File: config.mk
export PLATFORM = sky130hd
export DESIGN_NAME = bridge_tx_fifo_flat
export DESIGN_NICKNAME = d
export VERILOG_FILES = /design/src/rtl/bridge_tx_fifo_if.sv /design/src/rtl/bridge_tx_fifo.sv /design/src/flat_wrapper.sv
export SDC_FILE = /design/constraint.sdc
export NUM_CORES = 1
export LEC_CHECK = 0
export CAP_MARGIN = 5
export CORE_MARGIN = 5
export CORE_UTILIZATION = 52
export CTS_CLUSTER_DIAMETER = 150
export DETAILED_ROUTE_END_ITERATION = 7
export PLACE_DENSITY = 0.76
export SLEW_MARGIN = 20
export SYNTH_ARGS = -nofsm -noshare
export SYNTH_HDL_FRONTEND = slang
export SYNTH_SLANG_ARGS = --single-unit
File: constraint.sdc
create_clock -name clk -period 2.57 [get_ports clk]
set_input_delay 0.257 -clock clk [delete_from_list [all_inputs] [get_ports clk]]
set_output_delay 0.257 -clock clk [all_outputs]
set_load 0.05 [all_outputs]
File: src/rtl/bridge_tx_fifo_if.sv
// bridge_tx_fifo_if: bus-side read responses in, uart_tx byte handshake out.
// Ports: data_i/rw_i/valid_i (bus), data_o/start_o/done_i (uart_tx),
//        overflow_o/fifo_count_o (status). slave = bridge, master = driver.
interface bridge_tx_fifo_if #(
    parameter int DATA_WIDTH = 16,
    parameter int FIFO_DEPTH = 4
);
    logic [DATA_WIDTH-1:0]         data_i;
    logic                          rw_i;
    logic                          valid_i;
    logic [7:0]                    data_o;
    logic                          start_o;
    logic                          done_i;
    logic                          overflow_o;
    logic [$clog2(FIFO_DEPTH):0]   fifo_count_o;

    modport slave (
        input  data_i, rw_i, valid_i, done_i,
        output data_o, start_o, overflow_o, fifo_count_o
    );

    modport master (
        output data_i, rw_i, valid_i, done_i,
        input  data_o, start_o, overflow_o, fifo_count_o
    );
endinterface

File: src/rtl/bridge_tx_fifo.sv
// bridge_tx_fifo: buffers bus read responses and sends each as "D<hex>\r\n" to uart_tx.
// Ports: clk, rst (sync, active-high), bus (bridge_tx_fifo_if.slave):
//        read-response push side, uart_tx byte handshake, overflow/occupancy status.
module bridge_tx_fifo #(
    parameter int          DATA_WIDTH = 16,
    parameter int          FIFO_DEPTH = 4,
    parameter logic [7:0]  PREAMBLE   = 8'h44
) (
    input logic            clk,
    input logic            rst,
    bridge_tx_fifo_if.slave bus
);
    localparam int ND      = DATA_WIDTH / 4;
    localparam int MSG_LEN = ND + 3;
    localparam int IW      = $clog2(MSG_LEN);
    localparam int AW      = $clog2(FIFO_DEPTH);
    localparam int CW      = AW + 1;

    typedef enum logic {IDLE, SEND} state_t;

    logic [DATA_WIDTH-1:0] mem [FIFO_DEPTH];
    logic [AW-1:0]         rd_q, wr_q;
    logic [CW-1:0]         count_q, count_d;
    logic                  overflow_q;
    state_t                state_q, state_d;
    logic [IW-1:0]         idx_q, idx_d;
    logic [DATA_WIDTH-1:0] word_q, word_d;
    logic                  push, push_ok, pop, accept, last, empty, full;
    logic [3:0]            nib;
    logic [7:0]            hex;

    assign push    = bus.valid_i && !bus.rw_i;
    assign empty   = count_q == '0;
    assign full    = count_q == CW'(FIFO_DEPTH);
    assign accept  = state_q == SEND && bus.done_i;
    assign last    = accept && idx_q == IW'(MSG_LEN - 1);
    assign pop     = !empty && (state_q == IDLE || last);
    // A full FIFO still takes the word when the head leaves in the same cycle.
    assign push_ok = push && (!full || pop);
    assign count_d = count_q + CW'(push_ok) - CW'(pop);

    always_comb begin
        state_d = state_q;
        idx_d   = idx_q;
        word_d  = word_q;
        if (state_q == IDLE) begin
            if (!empty) begin
                state_d = SEND;
                idx_d   = '0;
                word_d  = mem[rd_q];
            end
        end else if (last) begin
            idx_d   = '0;
            state_d = empty ? IDLE : SEND;
            word_d  = empty ? word_q : mem[rd_q];
        end else if (accept) begin
            idx_d = idx_q + IW'(1);
        end
    end

    // idx k+1 selects nibble ND-1-k, so the most significant digit goes first.
    always_comb begin
        nib = '0;
        for (int k = 0; k < ND; k++)
            if (idx_q == IW'(ND - k)) nib = word_q[4*k +: 4];
    end

    assign hex = nib < 4'd10 ? {4'h3, nib} : 8'h37 + {4'h0, nib};

    assign bus.data_o       = idx_q == '0 ? PREAMBLE :
                              idx_q == IW'(MSG_LEN - 2) ? 8'h0D :
                              idx_q == IW'(MSG_LEN - 1) ? 8'h0A : hex;
    assign bus.start_o      = state_q == SEND;
    assign bus.overflow_o   = overflow_q;
    assign bus.fifo_count_o = count_q;

    always_ff @(posedge clk) begin
        if (push_ok) mem[wr_q] <= bus.data_i;
    end

    always_ff @(posedge clk) begin
        if (rst) begin
            state_q    <= IDLE;
            idx_q      <= '0;
            word_q     <= '0;
            rd_q       <= '0;
            wr_q       <= '0;
            count_q    <= '0;
            overflow_q <= 1'b0;
        end else begin
            state_q <= state_d;
            idx_q   <= idx_d;
            word_q  <= word_d;
            count_q <= count_d;
            if (pop) rd_q <= rd_q + AW'(1);
            if (push_ok) wr_q <= wr_q + AW'(1);
            if (push && !push_ok) overflow_q <= 1'b1;
        end
    end
endmodule

File: src/flat_wrapper.sv
// flat-port wrapper written by rule: the top's interface ports become plain ports
module bridge_tx_fifo_flat 
#(
    parameter int          DATA_WIDTH = 16,
    parameter int          FIFO_DEPTH = 4,
    parameter logic [7:0]  PREAMBLE   = 8'h44
)
  (clk, rst, bus_data_i, bus_rw_i, bus_valid_i, bus_done_i, bus_data_o, bus_start_o, bus_overflow_o, bus_fifo_count_o);
  bridge_tx_fifo_if #(.DATA_WIDTH(DATA_WIDTH), .FIFO_DEPTH(FIFO_DEPTH)) bus_i ();
  input logic clk;
  input logic rst;
  input wire logic [$bits(bus_i.data_i)-1:0] bus_data_i;
  input wire logic [$bits(bus_i.rw_i)-1:0] bus_rw_i;
  input wire logic [$bits(bus_i.valid_i)-1:0] bus_valid_i;
  input wire logic [$bits(bus_i.done_i)-1:0] bus_done_i;
  output wire logic [$bits(bus_i.data_o)-1:0] bus_data_o;
  output wire logic [$bits(bus_i.start_o)-1:0] bus_start_o;
  output wire logic [$bits(bus_i.overflow_o)-1:0] bus_overflow_o;
  output wire logic [$bits(bus_i.fifo_count_o)-1:0] bus_fifo_count_o;
  assign bus_i.data_i = bus_data_i;
  assign bus_i.rw_i = bus_rw_i;
  assign bus_i.valid_i = bus_valid_i;
  assign bus_i.done_i = bus_done_i;
  assign bus_data_o = bus_i.data_o;
  assign bus_start_o = bus_i.start_o;
  assign bus_overflow_o = bus_i.overflow_o;
  assign bus_fifo_count_o = bus_i.fifo_count_o;
  bridge_tx_fifo #(.DATA_WIDTH(DATA_WIDTH), .FIFO_DEPTH(FIFO_DEPTH), .PREAMBLE(PREAMBLE)) u_core (.clk(clk), .rst(rst), .bus(bus_i));
endmodule
== Word level (Yosys, flattened, before mapping) ==
Memories as Yosys holds them, arrays and structs flattened. A register that Yosys moved wholly into a read port is not among the register bits.
Index checks and enable logic that the tools add are counted.

* Output and inout bits: 13
* Bits of input ports: 21
* Memories: 1
* Register bits after elaboration: 28
* RAM bits: 64
* Word-level logic and storage cells: 63

* Mux-type cells: 22
* Order comparisons: 1
* Add/sub/neg operators: 6
* Reduce and logical (&&, ||, !) cells: 15
* Equal/unequal tests: 10
* Bitwise gates (word level): 1

{| class="wikitable"
|+ Memories
! name !! depth !! bits a word !! rd ports !! clocked after Yosys merged registers in !! write ports !! line !! RTL
|-
| u_core.mem || 4 || 16 || 1 || 1 || 1 || bridge_tx_fifo.sv:21 || <nowiki>logic [DATA_WIDTH-1:0] mem [FIFO_DEPTH];</nowiki>
|}

{| class="wikitable"
|+ Operators by type and width
! kind !! number
|-
| $mux 16 || 3
|-
| $mux 8 || 4
|-
| $mux 4 || 4
|-
| $eq 3x3->1 const B || 4
|-
| $mux 3 || 4
|-
| $add 6x4->7 const A || 1
|-
| $eq 3x2->1 const B || 2
|-
| $logic_and 1x1->1 || 6
|-
| $logic_not 3->1 || 2
|-
| $mux 1 || 5
|-
| $add 2x1->2 const B || 2
|-
| $logic_not 1->1 || 4
|-
| $lt 4x4->1 const B || 1
|-
| $mux 2 || 2
|-
| $add 3x1->3 || 1
|-
| $add 3x1->3 const B || 1
|-
| $eq 3x1->1 const B || 1
|-
| $ne 3x3->1 const B || 1
|-
| $sub 3x1->3 || 1
|-
| $logic_or 1x1->1 || 2
|-
| $ne 2x1->1 const B || 1
|-
| $ne 2x2->1 const B || 1
|-
| $reduce_and 2->1 || 1
|-
| $not 1->1 || 1
|}

== Depth between registers and ports, before layout ==
Gate-level depths: netlist of the first run.

* Depth after elaboration: 10
* Depth in mapped cells: 15

== Worst setup path before layout of the first run ==
OpenSTA, ideal clock, no wires.

* Path kind: reg-to-output
* Start point: reg u_core.idx_q[0]
* End point: out bus_data_o[1]
* Slack: -0.649 ns
* Data required time: 2.313 ns
* Buffers on the path: 0
* Stages on the path, launching flop included: 9
* Data arrival time: 2.962 ns
* Cells stage by stage: dfxtp_1 -> ha_1 -> ha_1 -> and3b_1 -> a221o_1 -> a22o_1 -> inv_2 -> ha_1 -> a311oi_1

* Word-level cells in the longest chain between the ends: 10

{| class="wikitable"
|+ Ends and longest elaborated chain
! element !! line !! RTL
|-
| from (decl) || bridge_tx_fifo.sv:26 || <nowiki>logic [IW-1:0] idx_q, idx_d;</nowiki>
|-
| from (signal assigned) || bridge_tx_fifo.sv:92 || <nowiki>idx_q <= idx_d;</nowiki>
|-
| $eq 3x3->1 || bridge_tx_fifo.sv:65 || <nowiki>if (idx_q == IW'(ND - k)) nib = word_q[4*k +: 4];</nowiki>
|-
| $mux 4 (4 in series) || bridge_tx_fifo.sv:65 ||
|-
| $add 6x4->7 / $lt 4x4->1 (equally long branches) || bridge_tx_fifo.sv:68 || <nowiki>assign hex = nib < 4'd10 ? {4'h3, nib} : 8'h37 + {4'h0, nib};</nowiki>
|-
| $mux 8 || bridge_tx_fifo.sv:68 ||
|-
| $mux 8 || bridge_tx_fifo.sv:72 || <nowiki>idx_q == IW'(MSG_LEN - 1) ? 8'h0A : hex;</nowiki>
|-
| $mux 8 || bridge_tx_fifo.sv:71 || <nowiki>idx_q == IW'(MSG_LEN - 2) ? 8'h0D :</nowiki>
|-
| $mux 8 (*) || bridge_tx_fifo.sv:70 || <nowiki>assign bus.data_o = idx_q == '0 ? PREAMBLE :</nowiki>
|-
| to (decl) || flat_wrapper.sv:16 || <nowiki>output wire logic [$bits(bus_i.data_o)-1:0] bus_data_o;</nowiki>
|}

Mark *: on every way between the ends. The rest lies on a longest branch, timed or not.

== Worst setup path after layout of the first run ==
* Start point: reg u_core.idx_q[0]
* End point: out bus_data_o[6]

The elaborated chain is that of the path after synthesis.

==> key figures, run 1 <==
Outcome
  – Outcome: finished with violations
  – Failing checks: setup timing

Logic synthesis
  – Syn Area/Cell: 13.89 sq um
  – Top-area cell type share of the netlist area: 48.55%
  – Top_reg_cell synth: edfxtp_1
  – Yosys reg bits: 94
  – Sequential-to-total area share from yosys stat: 63.72%
  – Post-Syn Instances: 285
  – Synth async-reset ratio: 0%
  – Area leader, netlist: edfxtp_1
  – Yosys cell types: 49
  – Total nets after synthesis: 319
  – Synth warn: 0
  – Mapped cell area: 0.003959 sq mm
  – Post-synth EDFFs: 64
  – Synth top area cells: edfxtp_1 49%, dfxtp_1 15%, mux4_2 9.1%

Setup path
  – Crit-path max FO: 5
  – Type of origin of the critical path: register
  – Reg2Reg Depth: 13
  – R2R Path Start: u_core.idx_q[1]
  – Worst endpoint data arrival time: 2.57 ns
  – FF-to-FF setup slack: 0.20 ns
  – Crit end category: primary output
  – R2R Path End: u_core.bus.fifo_count_o[2]
  – WP data required: 2.31 ns
  – Crit Path Class: register to primary output

Detailed routing
  – Drt drc: 0
  – Routed WL per cell: 16.67 microns
  – Total Wirelength: 7285 microns
  – Detailed router's first-iteration violation count: 147
  – Antenna viol nets, final: 0
  – Vias per inst: 5.476
  – DR pass1 iterations: 4
  – Via Count: 2393

Placement
  – # port buffers: 32
  – Post-DP HPWL: 4722 microns
  – DP Area: 0.004574 sq mm
  – Worst slack, placed: 0.04643 ns
  – RePlAce Congestion: 0.8042
  – Dpl cells: 413

Floorplan
  – Starting density of the core: 54.00%
  – Die height: 97.25 microns
  – Io pins: 34
  – Die W: 97.25 microns
  – Core area: 0.007331 sq mm
  – Die ar.: 0.009458 sq mm
  – # rows: 31

Timing
  – RSZ-0062 raised after global routing: true
  – Max Fclk: 354.1 MHz
  – Hold slack: 0.4620 ns
  – Tcrit/Tclk final: 109.9%
  – Final hold violations: 0
  – # setup viols final: 7
  – Sum of negative setup slack: -1.184 ns
  – Worst slew pin tran: 0.7837 ns
  – Post-route setup slack: -0.2541 ns
  – Period minus WS final: 2.824 ns
  – Max Transition Viols Final: 0
  – Max Clock Skew: 0.009699 ns
  – Max_slew headroom: 47.68%

Global routing
  – Global-route wire length before repair: 12060 microns
  – Gr usage total: 16.06%
  – Initial antenna violation count: 0
  – Largest net degree at the start of global routing: 30
  – Vias in the first global route: 2452
  – GR Overflow Total: 0

CTS
  – Cts bufs inserted: 9
  – Clk Latency, worst-skew pair: 0.35 ns
  – Hold_buf cts: 0
  – Root Driver: clkbuf_8
  – CTS max path bufs: 2
  – CTS H-Tree Depth: 3
  – CTS tree: done
  – Worst-path clk slew: 0.09 ns
  – CTS sink cnt: 94

Worst hold path
  – Worst Hold Path EP: u_core.word_q[8]
  – Min-Delay Path Class: register to register
  – Hold Path Origin: u_core.word_q[8]
  – Hold Path Depth: 2

Layout
  – Final Cell Area: 0.004912 sq mm
  – Area Overhead vs Synth: 24.08%
  – Diodes inserted: 0
  – Final core utilization: 67.01%
  – Layout cells sized above 1: 25.74%
  – Non-filler cells, final: 437
  – Fillers: 510
  – Net count, final: 367

Power and ir drop
  – Final Total Pwr: 4.119 mW
  – PwrDens: 838.5 mW/mm^2
  – Worst vdd ir: 563.1 uV
  – Static leakage: 1.660 nW

Flow run
  – Max cap viols: 0
-- placed cells by master, fill, tap and decap left out, types with 3 or more instances in the layout --
master,instances
edfxtp_1,64
xnor2_1,4
buf_12,11
dfxtp_1,27
ha_4,4
nand2_1,43
and2_1,5
ha_1,7
nor2_1,11
mux4_2,16
inv_2,3
a21oi_1,24
buf_4,14
clkdlybuf4s50_1,25
a221o_1,3
nand3_1,3
clkbuf_8,9
nor2b_1,4
inv_1,9
-- worst max-delay path, stage by stage, from the launching register on --
cell and delay (ns):
dfxtp_4 0.38, ha_4 0.14, ha_4 0.14, and3b_2 0.23
buf_4 0.14, buf_4 0.13, o2bb2ai_2 0.12, o22ai_2 0.23
ha_4 0.20, o21ai_2 0.07, a41o_1 0.29, buf_12 0.16
-- synthesized netlist by cell type (3+ instances only) --
cell	instances
a21oi_1	25
a221o_1	3
and2_1	5
buf_2	3
clkbuf_1	5
dfxtp_1	30
edfxtp_1	64
ha_1	12
inv_1	11
mux4_2	16
nand2_1	44
nand3_1	3
nor2_1	11
nor2b_1	4
xnor2_1	4
-- kinds of logic after synthesis --
family          after synthesis  synth area share, %
mux                          18                9.608
simple gates                 81                9.450
fa+ha+maj                    13                4.298
flops                        94                63.72
xor+xnor                      5                1.106
other cells                   1              0.09473
buf+inv                      26                3.287
compound gates               47                8.439
-- registers in the layout (all words and copies together), names as in the netlist, named ones only --
| name | cells |
|---|---|
| u_core.idx_q | 3 |
| u_core.mem | 64 |
| u_core.bus.fifo_count_o | 3 |
| u_core.bus.start_o | 1 |
| u_core.bus.overflow_o | 1 |
| u_core.word_q | 16 |
| u_core.rd_q | 2 |
| u_core.wr_q | 2 |
-- repair_timing --
item,CTS,global route
resized for setup,9,4
pin swaps,8,2
endpoints found under the setup margin,7,7
setup buffers,5,3
-- how the worst max path moves through the flow --
stage,endpoint,slack (ns),startpoint,cells after the start
3_3_place_gp,bus_data_o[6],0.11,u_core.idx_q[0],10
3_5_place_dp,bus_data_o[6],0.05,u_core.idx_q[1],10
5_1_grt,bus_data_o[6],-0.35,u_core.idx_q[0],10
6_report,bus_data_o[6],-0.25,u_core.idx_q[0],11
4_1_cts,bus_data_o[6],-0.25,u_core.idx_q[1],10
2_1_floorplan,bus_data_o[1],-0.09,u_core.idx_q[0],8
-- routing by layer --
metal  track usage, %  vias to the layer above  routed length, microns
li1                 -                     1153                       -
met1            20.13                     1170                    3127
met2            27.07                       56                    3639
met3            4.307                       14                     336
met4            5.431                        0                     181
met5                0                        -                       0
-- layout make-up --
cell class	count	area, sq um	share of cell area (%)
Clock buffer	9	123.9	2.522
Clock inverter	7	78.83	1.605
Inverter	13	51.30	1.044
Multi-Input combinational cell	165	1428	29.06
Sequential cell	94	2531	51.53
Tap cell	99	123.9	2.522
Timing Repair Buffer	50	575.6	11.72
-- power by group --
part | internal, mW | leakage [nW] | total, mW | switching, mW
Sequential | 1.79 | 0.829 | 1.94 | 0.149
Combinational | 0.550 | 0.733 | 1.19 | 0.643
Clock | 0.461 | 0.0982 | 0.990 | 0.529
Total | 2.80 | 1.66 | 4.12 | 1.32
No activity file was read; power rests on OpenSTA's default activity.
==> run 2: changes to the inputs <==
SLEW_MARGIN = 5   (was 20)
==> results of run 2 <==
Final layout, timing and power as in run 1 (identical DEF).
